`config.mk`:
```
export PLATFORM = sky130hd
export DESIGN_NAME = md5_block_builder
export DESIGN_NICKNAME = d
export VERILOG_FILES = /design/src/rtl/md5_pkg.sv /design/src/rtl/bcd_counter.sv /design/src/rtl/md5_block_builder.sv
export SDC_FILE = /design/constraint.sdc
export NUM_CORES = 1
export LEC_CHECK = 0
export ABC_AREA = 0
export CORE_UTILIZATION = 53
export CTS_CLUSTER_DIAMETER = 200
export DETAILED_ROUTE_END_ITERATION = 12
export HOLD_SLACK_MARGIN = 0.06
export PLACE_DENSITY = 0.8
export SLEW_MARGIN = 20
export SYNTH_ARGS = -nofsm -noshare
export SYNTH_HDL_FRONTEND = slang
export SYNTH_SLANG_ARGS = --single-unit
```
`constraint.sdc`:
```
create_clock -name clk -period 5.3 [get_ports clk]
set_input_delay 1.06 -clock clk [delete_from_list [all_inputs] [get_ports clk]]
set_output_delay 1.06 -clock clk [all_outputs]
set_load 0.01 [all_outputs]
```
`src/rtl/md5_pkg.sv`:
```
// Shared types, constants and elaboration-time helpers for the MD5 block builder.
package md5_pkg;

    localparam int BLOCK_WIDTH    = 512;
    localparam int BLOCK_BYTES    = BLOCK_WIDTH / 8;
    localparam int LEN_OFFSET     = 56;
    localparam int MAX_MSG_BYTES  = LEN_OFFSET - 1;
    localparam int BCD_MAX_DIGITS = 16;

    typedef logic [7:0]             byte_t;
    typedef logic [BLOCK_WIDTH-1:0] md5_block_t;

    localparam byte_t PAD_BYTE   = 8'h80;
    localparam byte_t ASCII_ZERO = 8'h30;

    typedef enum logic [1:0] {
        LOAD,
        FILL,
        OFFER,
        DONE
    } state_t;

    // Packed BCD, digit 0 (least significant) in the low nibble.
    function automatic logic [4*BCD_MAX_DIGITS-1:0] to_bcd(input int value);
        logic [4*BCD_MAX_DIGITS-1:0] bcd;
        int v;
        bcd = '0;
        v   = value;
        for (int d = 0; d < BCD_MAX_DIGITS; d++) begin
            bcd[4*d +: 4] = 4'(v % 10);
            v             = v / 10;
        end
        return bcd;
    endfunction

    function automatic int bcd_len(input int value);
        int n;
        int v;
        n = 1;
        v = value / 10;
        for (int d = 1; d < BCD_MAX_DIGITS; d++) begin
            if (v != 0) begin
                n = n + 1;
                v = v / 10;
            end
        end
        return n;
    endfunction

endpackage

```
`src/rtl/bcd_counter.sv`:
```
// Decimal nonce counter: ripple-carry BCD digits plus the count of active digits.
module bcd_counter
    import md5_pkg::*;
#(
    parameter int DIGITS      = 10,
    parameter int START_VALUE = 1,
    localparam int NW         = $clog2(DIGITS + 1)
) (
    input  logic                clk,
    input  logic                reset_n,
    input  logic                inc,
    output logic [4*DIGITS-1:0] digits,
    output logic [NW-1:0]       num_digits,
    output logic                grow,
    output logic                overflow
);

    localparam logic [4*BCD_MAX_DIGITS-1:0] START_BCD_ALL = to_bcd(START_VALUE);
    localparam logic [4*DIGITS-1:0]         START_BCD     = START_BCD_ALL[4*DIGITS-1:0];
    localparam logic [NW-1:0]               START_LEN     = NW'(bcd_len(START_VALUE));

    logic [4*DIGITS-1:0] digits_q, digits_d;
    logic [NW-1:0]       num_q, num_d;
    logic [DIGITS-1:0]   digit_nine;
    logic                carry;

    // Inactive digits count as nines so the reduction flags "all active digits are 9".
    generate
        for (genvar gi = 0; gi < DIGITS; gi++) begin : g_nine
            assign digit_nine[gi] = (digits_q[4*gi +: 4] == 4'd9) || (NW'(gi) >= num_q);
        end
    endgenerate

    assign grow     = &digit_nine;
    assign overflow = grow && (num_q == NW'(DIGITS));

    always_comb begin
        digits_d = digits_q;
        num_d    = num_q;
        carry    = 1'b0;
        if (inc && !overflow) begin
            carry = 1'b1;
            for (int d = 0; d < DIGITS; d++) begin
                if (carry) begin
                    if (digits_q[4*d +: 4] == 4'd9) begin
                        digits_d[4*d +: 4] = 4'd0;
                    end else begin
                        digits_d[4*d +: 4] = digits_q[4*d +: 4] + 4'd1;
                        carry              = 1'b0;
                    end
                end
            end
            if (grow) begin
                num_d = num_q + NW'(1);
            end
        end
    end

    always_ff @(posedge clk or negedge reset_n) begin
        if (!reset_n) begin
            digits_q <= START_BCD;
            num_q    <= START_LEN;
        end else begin
            digits_q <= digits_d;
            num_q    <= num_d;
        end
    end

    assign digits     = digits_q;
    assign num_digits = num_q;

endmodule

```
`src/rtl/md5_block_builder.sv`:
```
// Builds padded single-block MD5 messages of key||decimal nonce, one byte per cycle,
// and offers each finished block on a ready/valid port until stopped or exhausted.
module md5_block_builder
    import md5_pkg::*;
#(
    parameter int MAX_KEY_BYTES = 16,
    parameter int NONCE_DIGITS  = 10,
    parameter int START_NONCE   = 1
) (
    input  logic                   clk,
    input  logic                   reset_n,
    output logic                   key_ready,
    input  logic                   key_valid,
    input  logic [7:0]             key_data,
    input  logic                   key_last,
    input  logic                   stop,
    input  logic                   md5_block_ready,
    output logic                   md5_block_valid,
    output logic [BLOCK_WIDTH-1:0] md5_block_data,
    output logic [31:0]            nonce,
    output logic                   done,
    output logic                   error
);

    localparam int KLW = $clog2(MAX_KEY_BYTES + 1);
    localparam int KAW = (MAX_KEY_BYTES > 1) ? $clog2(MAX_KEY_BYTES) : 1;
    localparam int NDW = $clog2(NONCE_DIGITS + 1);
    localparam int IW  = $clog2(BLOCK_BYTES);
    localparam int MW  = 8;

    state_t         state_q, state_d;
    logic [IW-1:0]  fill_idx_q, fill_idx_d;
    logic [KLW-1:0] key_len_q, key_len_d;
    md5_block_t     block_q, block_d;
    logic           valid_q, valid_d;
    logic           key_ready_q, key_ready_d;
    logic           done_q, done_d;
    logic           error_q, error_d;
    logic [31:0]    nonce_q, nonce_d;
    logic [31:0]    bin_q, bin_d;

    byte_t key_mem [MAX_KEY_BYTES];
    logic  key_we;
    byte_t key_byte;

    logic [4*NONCE_DIGITS-1:0] bcd_digits;
    logic [NDW-1:0]            num_digits;
    logic                      bcd_inc;
    logic                      bcd_grow;
    logic                      bcd_overflow;

    logic [MW-1:0]   idx, msg_len, digit_pos, digit_sel, grown_len, loaded_len;
    logic [MW+2:0]   msg_bits;
    logic [3:0]      digit;
    byte_t           fill_byte;
    logic            exhausted;

    bcd_counter #(
        .DIGITS      (NONCE_DIGITS),
        .START_VALUE (START_NONCE)
    ) u_bcd (
        .clk        (clk),
        .reset_n    (reset_n),
        .inc        (bcd_inc),
        .digits     (bcd_digits),
        .num_digits (num_digits),
        .grow       (bcd_grow),
        .overflow   (bcd_overflow)
    );

    always_ff @(posedge clk) begin
        if (key_we) begin
            key_mem[key_len_q[KAW-1:0]] <= key_data;
        end
    end

    assign key_byte = key_mem[fill_idx_q[KAW-1:0]];

    // Byte generator for the current fill index.
    always_comb begin
        idx        = MW'(fill_idx_q);
        msg_len    = MW'(key_len_q) + MW'(num_digits);
        digit_pos  = idx - MW'(key_len_q);
        digit_sel  = MW'(num_digits) - MW'(1) - digit_pos;
        msg_bits   = {msg_len, 3'b000};
        grown_len  = msg_len + MW'(bcd_grow);
        loaded_len = msg_len + MW'(1);
        exhausted  = bcd_overflow || (grown_len > MW'(MAX_MSG_BYTES));
        digit      = 4'd0;
        for (int d = 0; d < NONCE_DIGITS; d++) begin
            if (MW'(d) == digit_sel) begin
                digit = bcd_digits[4*d +: 4];
            end
        end
        if (idx < MW'(key_len_q)) begin
            fill_byte = key_byte;
        end else if (idx < msg_len) begin
            fill_byte = ASCII_ZERO | {4'h0, digit};
        end else if (idx == msg_len) begin
            fill_byte = PAD_BYTE;
        end else if (idx == MW'(LEN_OFFSET)) begin
            fill_byte = msg_bits[7:0];
        end else if (idx == MW'(LEN_OFFSET + 1)) begin
            fill_byte = {5'b0, msg_bits[MW+2:8]};
        end else begin
            fill_byte = 8'h00;
        end
    end

    always_comb begin
        state_d     = state_q;
        fill_idx_d  = fill_idx_q;
        key_len_d   = key_len_q;
        block_d     = block_q;
        valid_d     = valid_q;
        key_ready_d = key_ready_q;
        done_d      = done_q;
        error_d     = error_q;
        nonce_d     = nonce_q;
        bin_d       = bin_q;
        key_we      = 1'b0;
        bcd_inc     = 1'b0;

        unique case (state_q)
            LOAD: begin
                if (key_valid && key_ready_q) begin
                    if (key_len_q == KLW'(MAX_KEY_BYTES)) begin
                        state_d     = DONE;
                        key_ready_d = 1'b0;
                        done_d      = 1'b1;
                        error_d     = 1'b1;
                    end else begin
                        key_we    = 1'b1;
                        key_len_d = key_len_q + KLW'(1);
                        if (key_last) begin
                            key_ready_d = 1'b0;
                            fill_idx_d  = '0;
                            if (loaded_len > MW'(MAX_MSG_BYTES)) begin
                                state_d = DONE;
                                done_d  = 1'b1;
                                error_d = 1'b1;
                            end else begin
                                state_d = FILL;
                            end
                        end
                    end
                end
            end
            FILL: begin
                if (stop) begin
                    state_d = DONE;
                    done_d  = 1'b1;
                end else begin
                    for (int b = 0; b < BLOCK_BYTES; b++) begin
                        if (IW'(b) == fill_idx_q) begin
                            block_d[BLOCK_WIDTH-1-8*b -: 8] = fill_byte;
                        end
                    end
                    fill_idx_d = fill_idx_q + IW'(1);
                    if (fill_idx_q == IW'(BLOCK_BYTES - 1)) begin
                        state_d = OFFER;
                        valid_d = 1'b1;
                    end
                end
            end
            OFFER: begin
                if (md5_block_ready) begin
                    nonce_d    = bin_q;
                    bin_d      = bin_q + 32'd1;
                    bcd_inc    = 1'b1;
                    valid_d    = 1'b0;
                    fill_idx_d = '0;
                    if (stop) begin
                        state_d = DONE;
                        done_d  = 1'b1;
                    end else if (exhausted) begin
                        state_d = DONE;
                        done_d  = 1'b1;
                        error_d = 1'b1;
                    end else begin
                        state_d = FILL;
                    end
                end else if (stop) begin
                    // Abort: withdraw the pending block without a transfer.
                    state_d = DONE;
                    valid_d = 1'b0;
                    done_d  = 1'b1;
                end
            end
            DONE: begin
            end
            default: begin
                state_d = DONE;
                valid_d = 1'b0;
                done_d  = 1'b1;
            end
        endcase
    end

    always_ff @(posedge clk or negedge reset_n) begin
        if (!reset_n) begin
            state_q     <= LOAD;
            fill_idx_q  <= '0;
            key_len_q   <= '0;
            block_q     <= '0;
            valid_q     <= 1'b0;
            key_ready_q <= 1'b1;
            done_q      <= 1'b0;
            error_q     <= 1'b0;
            nonce_q     <= '0;
            bin_q       <= 32'(START_NONCE);
        end else begin
            state_q     <= state_d;
            fill_idx_q  <= fill_idx_d;
            key_len_q   <= key_len_d;
            block_q     <= block_d;
            valid_q     <= valid_d;
            key_ready_q <= key_ready_d;
            done_q      <= done_d;
            error_q     <= error_d;
            nonce_q     <= nonce_d;
            bin_q       <= bin_d;
        end
    end

    assign key_ready       = key_ready_q;
    assign md5_block_valid = valid_q;
    assign md5_block_data  = block_q;
    assign nonce           = nonce_q;
    assign done            = done_q;
    assign error           = error_q;

endmodule

```
After elaboration in Yosys (flattened, before gate mapping). Memories as Yosys holds them, arrays and structs flattened. Cells that the tools add are included.

Equal/unequal tests: 103. Bitwise operators: 2. Multipliers: 0. Order comparisons: 14. Reductions and logical operators: 105. Muxes and demuxes: 94. Div/mod/pow operators: 0. Add/sub/neg operators: 20. Shift-type cells: 0.

Operators with widths (number): 3-bit AND reduction (66); 6-bit == test, first input constant (32); 5-bit by 6-bit == test with 1-bit output, first input constant (16); 4-bit two-way mux (20); 1-bit two-way mux (50); 4-bit by 6-bit == test with 1-bit output, first input constant (8); 4-bit by 1-bit adder with 4-bit output, second input constant (11); 4-bit == test, second input constant (11); 32-bit by 1-bit adder with 32-bit output, second input constant (1); 3-bit by 8-bit == test with 1-bit output, first input constant (4); 8-bit two-way mux (4); 6-bit two-way mux (5); 3-bit by 6-bit == test with 1-bit output, first input constant (4); 2-bit two-way mux (10); 2-bit AND reduction (10); 6-bit == test, second input constant (3); 6-bit one-hot mux with 3 select lines (1); 2-bit by 8-bit == test with 1-bit output, first input constant (2); 4-bit by 8-bit == test with 1-bit output, first input constant (2); 3-bit by 4-bit greater-or-equal comparator with 1-bit output, first input constant (4); 2-bit inequality test, second input constant (8); 7-bit by 6-bit greater-than comparator with 1-bit output, second input constant (2); 2-bit by 6-bit == test with 1-bit output, first input constant (2); 3-bit inequality test, second input constant (4); other kinds (38) (58).

Output and inout bits: 548. Memory bits (writable): 128. Register bits after elaboration: 637. Memory bits (read-only): 0. Memories kept: 1. Input port bits: 14. Latch bits: 0.

Memory list: key_mem (depth 16, width 8, read ports 1, clocked after memory_dff 0, wr ports 1, line md5_block_builder.sv:42) `byte_t key_mem [MAX_KEY_BYTES];`.

Depth between registers and ports, before layout. Gate-level depths: netlist of run 1.

Depth in word-level cells: 24. Gate-level depth with buffers: 17. Gate-level depth less buffers: 15.

Modules after synthesis. Synthesis of run 1 repeated with hierarchy kept, for this count alone.

Cell total of the unflattened synthesis: 2915. Area, all modules: 31928.1 um^2.

By module, submodules not included: md5_block_builder (instances 1, area an instance 29304.4 um^2, cells an instance 2644, seq. area each 18685.4 um^2); bcd_counter (instances 1, area an instance 2623.8 um^2, cells an instance 271, seq. area each 1103.6 um^2).

Worst setup path after synthesis of run 1. No wires, ideal clock.

Path kind: register -> register. From: reg fill_idx_q[0]. To: reg block_q[496] (netlist: md5_block_data[496]). Slack: 0.913 ns. Arrival: 4.253 ns. Buffers on the path: 4. Stages on the path, launching flop included: 16. Period minus slack after synthesis: 4.387 ns. Cells stage by stage: dfrtp_1 buf_1 inv_1 ha_1 inv_1 fa_1 fa_1 clkbuf_1 clkbuf_1 mux4_2 mux2i_1 o32a_1 o31ai_1 mux2i_1 clkbuf_1 o21ai_0.

Longest elaborated chain between the ends: 15. Elaborated cells between the ends (all ways): 35. Those cells by class: add/sub (2); order compare (2); eq/ne (13); mux (15); reduce/logical (2); memory (1).

RTL lines: from (decl) (line md5_block_builder.sv:32) `logic [IW-1:0] fill_idx_q, fill_idx_d;`; from (signal assigned) (line md5_block_builder.sv:214) `fill_idx_q <= fill_idx_d;`; 6-bit by 5-bit subtractor with 7-bit output (line md5_block_builder.sv:83) `digit_pos = idx - MW'(key_len_q);`; 5-bit by 7-bit subtractor with 8-bit output (line md5_block_builder.sv:84) `digit_sel = MW'(num_digits) - MW'(1) - digit_pos;`; 8-bit zero test (line md5_block_builder.sv:91) `if (MW'(d) == digit_sel) begin`; 4-bit two-way mux (10 in series) (line md5_block_builder.sv:91); 8-bit two-way mux (line md5_block_builder.sv:97) `end else if (idx < msg_len) begin`; 8-bit two-way mux (line md5_block_builder.sv:95) `if (idx < MW'(key_len_q)) begin`; to (signal assigned) (line md5_block_builder.sv:216) `block_q <= block_d;`; to (decl) (line md5_block_builder.sv:34) `md5_block_t block_q, block_d;`.

Several ways; a longest one is shown, not always the timed one. A chain may end at the register's enable or synchronous reset.

Worst setup path in the final report of run 1.
From: reg key_len_q[2]. To: reg block_q[385] (netlist: md5_block_data[385]).

Longest elaborated chain between the ends: 15. Elaborated cells between the ends (all ways): 29. Those cells by class: add/sub (3); order compare (2); eq/ne (10); mux (13); reduce/logical (1).

RTL lines: from (decl) (line md5_block_builder.sv:33) `logic [KLW-1:0] key_len_q, key_len_d;`; from (signal assigned) (line md5_block_builder.sv:215) `key_len_q <= key_len_d;`; 6-bit by 5-bit subtractor with 7-bit output (line md5_block_builder.sv:83); 5-bit by 7-bit subtractor with 8-bit output (line md5_block_builder.sv:84); 8-bit zero test (line md5_block_builder.sv:91); 4-bit two-way mux (10 in series) (line md5_block_builder.sv:91); 8-bit two-way mux (line md5_block_builder.sv:97); 8-bit two-way mux * (line md5_block_builder.sv:95).

Every way passes the cells marked *; elsewhere a longest branch is shown, timed or not.

==> impl_metrics.json, run 1 <==
{
  "async_flop_share_pct": 83.3,
  "setup_tns_ns": 0,
  "diodes": 0,
  "syn-num-nets": 2887,
  "fillers": 3961,
  "seqPwrFrac_pct": 39.2,
  "final_hold_viol_count": 0,
  "grt_max_degree": 132,
  "grt_pass1_wl_um": 150000,
  "overflow": 0,
  "track_usage_pct": 33.2,
  "drt_first_pass_iters": 7,
  "muxShareOfSynthArea_pct": 4.19,
  "synthFlopType": "dfrtp_1",
  "switchingPower_uw": 5290,
  "min_path_type": "flip-flop to flip-flop",
  "r2r-end": "md5_block_data[385]",
  "clkSlewWorstSetupHoldPaths_ns": 0.06,
  "post_cts_buffers": 0,
  "p_per_area_nw_per_um2": 410,
  "yosysSeqAreaShare_pct": 63.6,
  "switching_share_pct": 32.0,
  "period_share_pct": 89.3,
  "multi_input_area_um2": 10700,
  "hold_buffers": 0,
  "setup-violations-final": 0,
  "h-tree-depth": 3,
  "fin_util_pct": 69.7,
  "max_freq_mhz": 211,
  "slew_headroom_pct": 31.1,
  "r2r_start": "key_len_q[2]",
  "slowest_stage": "dfrtp_1",
  "synth_top_family_by_area": "simple AND/OR/NAND/NOR gates",
  "ant_nets": 0,
  "rsz0062_at_grt": "false",
  "synthDistinctLibCells": 82,
  "area_delta_synth_final_pct": 29.7,
  "cp_max_fo": 32,
  "p_int_uw": 11300,
  "crit_required_ns": 5.77,
  "grt_pass1_vias": 24200,
  "die_y_um": 244,
  "worstRegToRegCells": 14,
  "cap_violations": 0,
  "synth_area_leader_cell": "dfrtp_1",
  "wl_per_cell_um": 23.7,
  "cts_buffers": 79,
  "syn_avg_cell_area_um2": 11.0,
  "setup.worst_path.class": "flip-flop to flip-flop",
  "cts_resized": 0,
  "fp-row-count": 88,
  "drive_above_1_share_pct": 7.89,
  "clockRootBuffer": "clkbuf_16",
  "p_comb_share_pct": 25.2,
  "outcome": "finished, final reports clean",
  "synth-compound-area-share_pct": 11.2,
  "wl_um": 99000,
  "period_minus_slack_ns": 4.73,
  "layout.area.seq_um2": 19800,
  "reg2reg_setup_slack_ns": 0.57,
  "antenna_found_initial": 1,
  "start_util_pct": 53.7,
  "fin_worst_skew_ns": 0.0365,
  "die_width_um": 244,
  "synthCells": 2827,
  "synthXorXnorAreaFrac_pct": 1.94,
  "cp-end-kind": "flip-flop",
  "ys_ff_latch": 765,
  "clk_latency_ns": 0.64,
  "io_pins": 562,
  "hold_path_depth": 2,
  "fp.coreArea_um2": 57900,
  "arrival_ns": 5.21,
  "synth_adder_area_share_pct": 1.92,
  "holdPathEnd": "nonce[16]",
  "clkPwrFrac_pct": 35.6,
  "synth_area_leaders": "dfrtp_1 (51%), edfxtp_1 (12%), nand2_1 (8.1%), o21ai_0 (6.8%), mux4_2 (3.0%)",
  "power.static_leakage_uw": 0.0173,
  "vdd_ir_drop_max_mv": 0.305,
  "cts_tree": "done",
  "synth_area_um2": 31100,
  "fin_nets": 3403,
  "drc": 0,
  "cts.sinks": 765,
  "yosysWarnings": 0,
  "via_per_inst": 5.88,
  "worst_slew_pin_slew_ns": 1.03,
  "port_buffers": 561,
  "max_stage_delay_ns": 0.61,
  "first_iter_violations": 2083,
  "cts.path.max_buffers": 3,
  "yosys.area_share.simple_pct": 14.6,
  "hp-start": "nonce[16]",
  "slew_violations": 0,
  "die_area_um2": 59700,
  "gp_congestion": 0.948,
  "worst_setup_path_start_kind": "flip-flop",
  "cp_cell_sequence": "inv_1 -> ha_1 -> and3_1 -> a211oi_1 -> xnor2_1 -> ha_1 -> or3b_2 -> and3_1 -> mux2i_4 -> nor3_1 -> and3_1 -> a221oi_4 -> buf_4 -> o21ai_0",
  "crit_path_frequent_cell": "and3_1",
  "vias": 24500,
  "synth_top_area_share_pct": 50.9,
  "synth_edf_count": 128,
  "place.detailed.hpwl_um": 68400
}
## logic make-up (layout without fill, tap and decap cells)
group,Yosys count,count (layout)
flops,765,765
compound gates,618,618
xor+xnor,68,68
simple gates,1045,1045
mux,74,74
fa+ha+maj,46,46
buf+inv,211,792
## sequential cells by signal, summed over array words and instances (netlist names)
signal and flops:
bin_q 32, error 1, u_bcd.digits 40, md5_block_data 512
key_len_q 5, u_bcd.num_digits 4, state_q 2, fill_idx_q 6
key_mem 128, key_ready 1, done 1, md5_block_valid 1
nonce 32
## layout by cell type (no fill, tap or decap), types with 29 or more instances in the layout
| cell type | count |
|---|---|
| a21oi_1 | 72 |
| and2_1 | 48 |
| and3_1 | 29 |
| buf_4 | 31 |
| clkbuf_16 | 83 |
| clkdlybuf4s50_1 | 560 |
| dfrtp_1 | 633 |
| edfxtp_1 | 128 |
| ha_1 | 43 |
| inv_1 | 46 |
| mux4_2 | 41 |
| nand2_1 | 670 |
| nand3_1 | 59 |
| nor2_1 | 120 |
| o21ai_0 | 420 |
| o31ai_1 | 29 |
| xnor2_1 | 55 |
## cells in the mapped netlist, types with 5 or more instances
cell and n:
and3_1 29, o22ai_1 6, mux2_2 21, buf_2 17, mux2i_1 10, or2_2 7
nand3b_1 11, nand3_1 59, and2_1 48, a21o_1 23, ha_1 43, o31ai_1 29
nor2_1 122, xor2_1 12, a21oi_1 74, nor3b_1 5, mux4_2 41, nor3_1 27
inv_1 46, dfrtp_1 633, o311ai_0 5, a31oi_1 7, nor2b_1 16, nand4_1 18
xnor2_1 55, clkbuf_1 132, o21ai_0 421, edfxtp_1 128, buf_1 13, nand2_1 670
## worst max-delay path, delay by kind of cell, from the launching register on
family,cells,cell delay [ns]
compound gates,3,0.78
xor+xnor,1,0.12
fa+ha+maj,2,0.75
buf+inv,2,0.64
flops,1,0.61
mux,1,0.24
simple gates,5,1.38
## routing by layer
metal  GRT usage [%]  up-vias  wire length (um)  share of wire (%)
li1                -    10800                 -                  -
met1            42.0    12200             37200                 38
met2            54.3     1262             48200                 49
met3            7.29      282              8430                8.5
met4            16.6        2              5210                5.3
met5               0        -                 8             0.0081
## worst max-delay path by stage
stage / startpoint / endpoint / cells after the start
global placement: key_len_q[3] / md5_block_data[386] / 14
CTS: key_len_q[3] / md5_block_data[385] / 14
floorplan: fill_idx_q[0] / md5_block_data[496] / 15
finish: key_len_q[2] / md5_block_data[385] / 14
detailed placement: key_len_q[3] / md5_block_data[386] / 14
global route: key_len_q[3] / md5_block_data[385] / 14
## stage by stage
step | power [uW] | hold slack [ns] | instances | setup slack [ns] | cell area, um2
floorplan | 8980 | 0.441 | 2827 | 0.913 | 31100
global placement | 10500 | 0.443 | 4027 | 0.822 | 37600
detailed placement | 10700 | 0.457 | 4027 | 0.679 | 37600
CTS | 16500 | 0.472 | 4173 | 0.634 | 40400
global route | 17100 | 0.496 | 4173 | 0.327 | 40400
finish | 16500 | 0.472 | 4173 | 0.566 | 40400
## power by group through the flow
stage	clock network (uW)	registers, uW	logic, uW
final	5880	6490	4170
after global routing	6160	6520	4440
after CTS	5930	6480	4110
after detailed placement	0	6590	4070
after global placement	0	6570	3940
after floorplan	0	6640	2350
## final cells by class
type,count,share of cell area (%)
clock inverters,26,0.951
flip-flops and latches,765,49.0
repair buffers,600,14.9
clock buffers,120,5.98
well taps,765,2.37
multi-input cells,1851,26.4
inverters,46,0.428
Note: power is estimated with default switching activity, not from simulation.
==> run 2, diff against run 1 <==
--- a/config.mk
+++ b/config.mk
@@ -11,6 +11,7 @@
 export DETAILED_ROUTE_END_ITERATION = 12
 export HOLD_SLACK_MARGIN = 0.06
 export PLACE_DENSITY = 0.8
+export REMOVE_ABC_BUFFERS = 1
 export SLEW_MARGIN = 20
 export SYNTH_ARGS = -nofsm -noshare
 export SYNTH_HDL_FRONTEND = slang
==> run 2 against run 1 <==
Clock skew rose by 0.0091 ns. Critical path depth decreased by 1. Clock-buffer cell count is 12 lower. Fmax is 1.3% lower. Die area unchanged. First-iteration DRC count up 12%. Largest cell class unchanged. Largest power group unchanged.
==> impl_metrics.json, run 2 (synthesis gave the netlist of run 1 again) <==
{
  "outcome": "finished, final reports clean",
  "first_iter_violations": 2331,
  "placed_area_um2": 37700,
  "grt_util_met3_pct": 6.37,
  "power.static_leakage_uw": 0.0172,
  "drt_first_pass_iters": 6,
  "fin_nets": 3407,
  "cts_tree": "done",
  "period_share_pct": 90.5,
  "ant_nets": 0,
  "grt_pass1_vias": 24500,
  "cp_max_fo": 12,
  "fillers": 4055,
  "min_path_type": "input pin to async pin",
  "final_area_um2": 40300,
  "max_stage_delay_ns": 0.70,
  "layout.area.seq_um2": 19800,
  "cts.sinks": 765,
  "via_per_inst": 5.88,
  "die_area_um2": 59700,
  "cts.path.max_buffers": 3,
  "grt_util_met1_pct": 41.4,
  "area_delta_synth_final_pct": 29.5,
  "cts_resized": 0,
  "slew_violations": 0,
  "vias": 24500,
  "start_util_pct": 53.7,
  "antenna_found_initial": 0,
  "rsz0062_at_grt": "false",
  "worst_setup_path_start_kind": "flip-flop",
  "track_usage_pct": 33.1,
  "multi_input_area_um2": 10700,
  "io_pins": 562,
  "clkSlewWorstSetupHoldPaths_ns": 0.06,
  "cap_violations": 0,
  "overflow": 0,
  "setup.worst_path.class": "flip-flop to flip-flop",
  "fp.coreArea_um2": 57900,
  "drive_above_1_share_pct": 8.15,
  "grt_pass1_wl_um": 150000,
  "largest_register_ffs": 512,
  "gp_congestion": 0.966,
  "cts_buffers": 78,
  "die_y_um": 244,
  "cp-end-kind": "flip-flop",
  "hold_ws_ns": 0.456,
  "r2r_start": "key_len_q[2]",
  "p_per_area_nw_per_um2": 407,
  "slew_headroom_pct": 20.9,
  "post_cts_buffers": 0,
  "hold_buffers": 0,
  "crit_required_ns": 5.77,
  "period_minus_slack_ns": 4.80,
  "wl_um": 98700,
  "busiest_layer": "met2",
  "die_width_um": 244,
  "clk_latency_ns": 0.63,
  "final_cell_mix": "nand2_1 (670), dfrtp_1 (633), clkdlybuf4s50_1 (560)",
  "grt_max_degree": 127,
  "arrival_ns": 5.27,
  "port_buffers": 561,
  "slowest_stage": "dfrtp_1",
  "fp-row-count": 88,
  "final_common_cell": "nand2_1",
  "drc": 0,
  "final_hold_viol_count": 0,
  "vdd_ir_drop_max_mv": 0.346,
  "crit_start": "key_len_q[2]",
  "grt_util_met2_pct": 53.8,
  "diodes": 0,
  "cp_cell_sequence": "inv_1 -> ha_1 -> and3_1 -> a211oi_1 -> xnor2_1 -> ha_1 -> or3b_2 -> and3_1 -> mux2i_4 -> or4_1 -> a211o_1 -> a211oi_4 -> o31ai_1",
  "clockRootBuffer": "clkbuf_16",
  "max_freq_mhz": 208,
  "wl_per_cell_um": 23.6,
  "fin_worst_skew_ns": 0.0457,
  "worst_slew_pin_slew_ns": 1.19,
  "setup-violations-final": 0,
  "fin_util_pct": 69.6,
  "h-tree-depth": 3,
  "place.detailed.hpwl_um": 69200
}
==> run 2: stage by stage <==
step	TNS, ns	setup slack, ns	total power (uW)	cells
2_1_floorplan	-29.25	-0.541	8850	2662
3_3_place_gp	0	0.814	10600	4032
3_5_place_dp	0	0.639	10800	4032
4_1_cts	0	0.605	16400	4175
5_1_grt	0	0.305	17000	4175
6_report	0	0.503	16400	4175
==> run 2: final timing paths <==
path	endpoint	slack (ns)	cells past startpoint
max	md5_block_data[10]	0.50	13
min	nonce[17]	0.46	1
max reg2reg	md5_block_data[10]	0.50	13
min reg2reg	key_ready	0.46	2
max in group asynchronous	md5_block_data[136]	3.40	2
min in group clk	key_ready	0.46	2
==> run 2: area by class of cell <==
type / instances / area share [%]
Tap cell: 765 / 2.37
Clock inverter: 35 / 1.03
Multi-Input combinational cell: 1851 / 26.5
Timing Repair Buffer: 605 / 15.0
Sequential cell: 765 / 49.1
Clock buffer: 108 / 5.52
Inverter: 46 / 0.428
==> run 2: worst max-delay path: cells and delay by family (launching register included) <==
| family | cells | cell delay, ns |
|---|---|---|
| AOI/OAI and AO/OA | 4 | 1.53 |
| adders and majority gates | 2 | 0.75 |
| and+or+nand+nor | 4 | 1.19 |
| muxes | 1 | 0.14 |
| xor gates and xnor gates | 1 | 0.11 |
| DFF | 1 | 0.70 |
| buffers and inverters | 1 | 0.21 |
==> run 2: metal layers <==
layer  vias to the layer above  share of wire [%]
met3                       302                7.2
met5                         -                  0
met4                         0                6.2
met1                     12300                 38
met2                      1153                 49
li1                      10800                  -
==> run 2: where the power goes <==
part / leakage [uW] / total (uW) / switching, uW / internal, uW
logic: 0.00608 / 4300 / 2800 / 1510
clock network: 0.00128 / 5610 / 2350 / 3260
registers: 0.00989 / 6500 / 243 / 6260
total: 0.0172 / 16400 / 5390 / 11000
==> run 3, diff against run 2 <==
--- a/config.mk
+++ b/config.mk
@@ -12,6 +12,7 @@
 export HOLD_SLACK_MARGIN = 0.06
 export PLACE_DENSITY = 0.8
 export REMOVE_ABC_BUFFERS = 1
+export SKIP_LAST_GASP = 1
 export SLEW_MARGIN = 20
 export SYNTH_ARGS = -nofsm -noshare
 export SYNTH_HDL_FRONTEND = slang
==> results of run 3 <==
The final DEF is identical to that of run 2; final timing and power are the same.
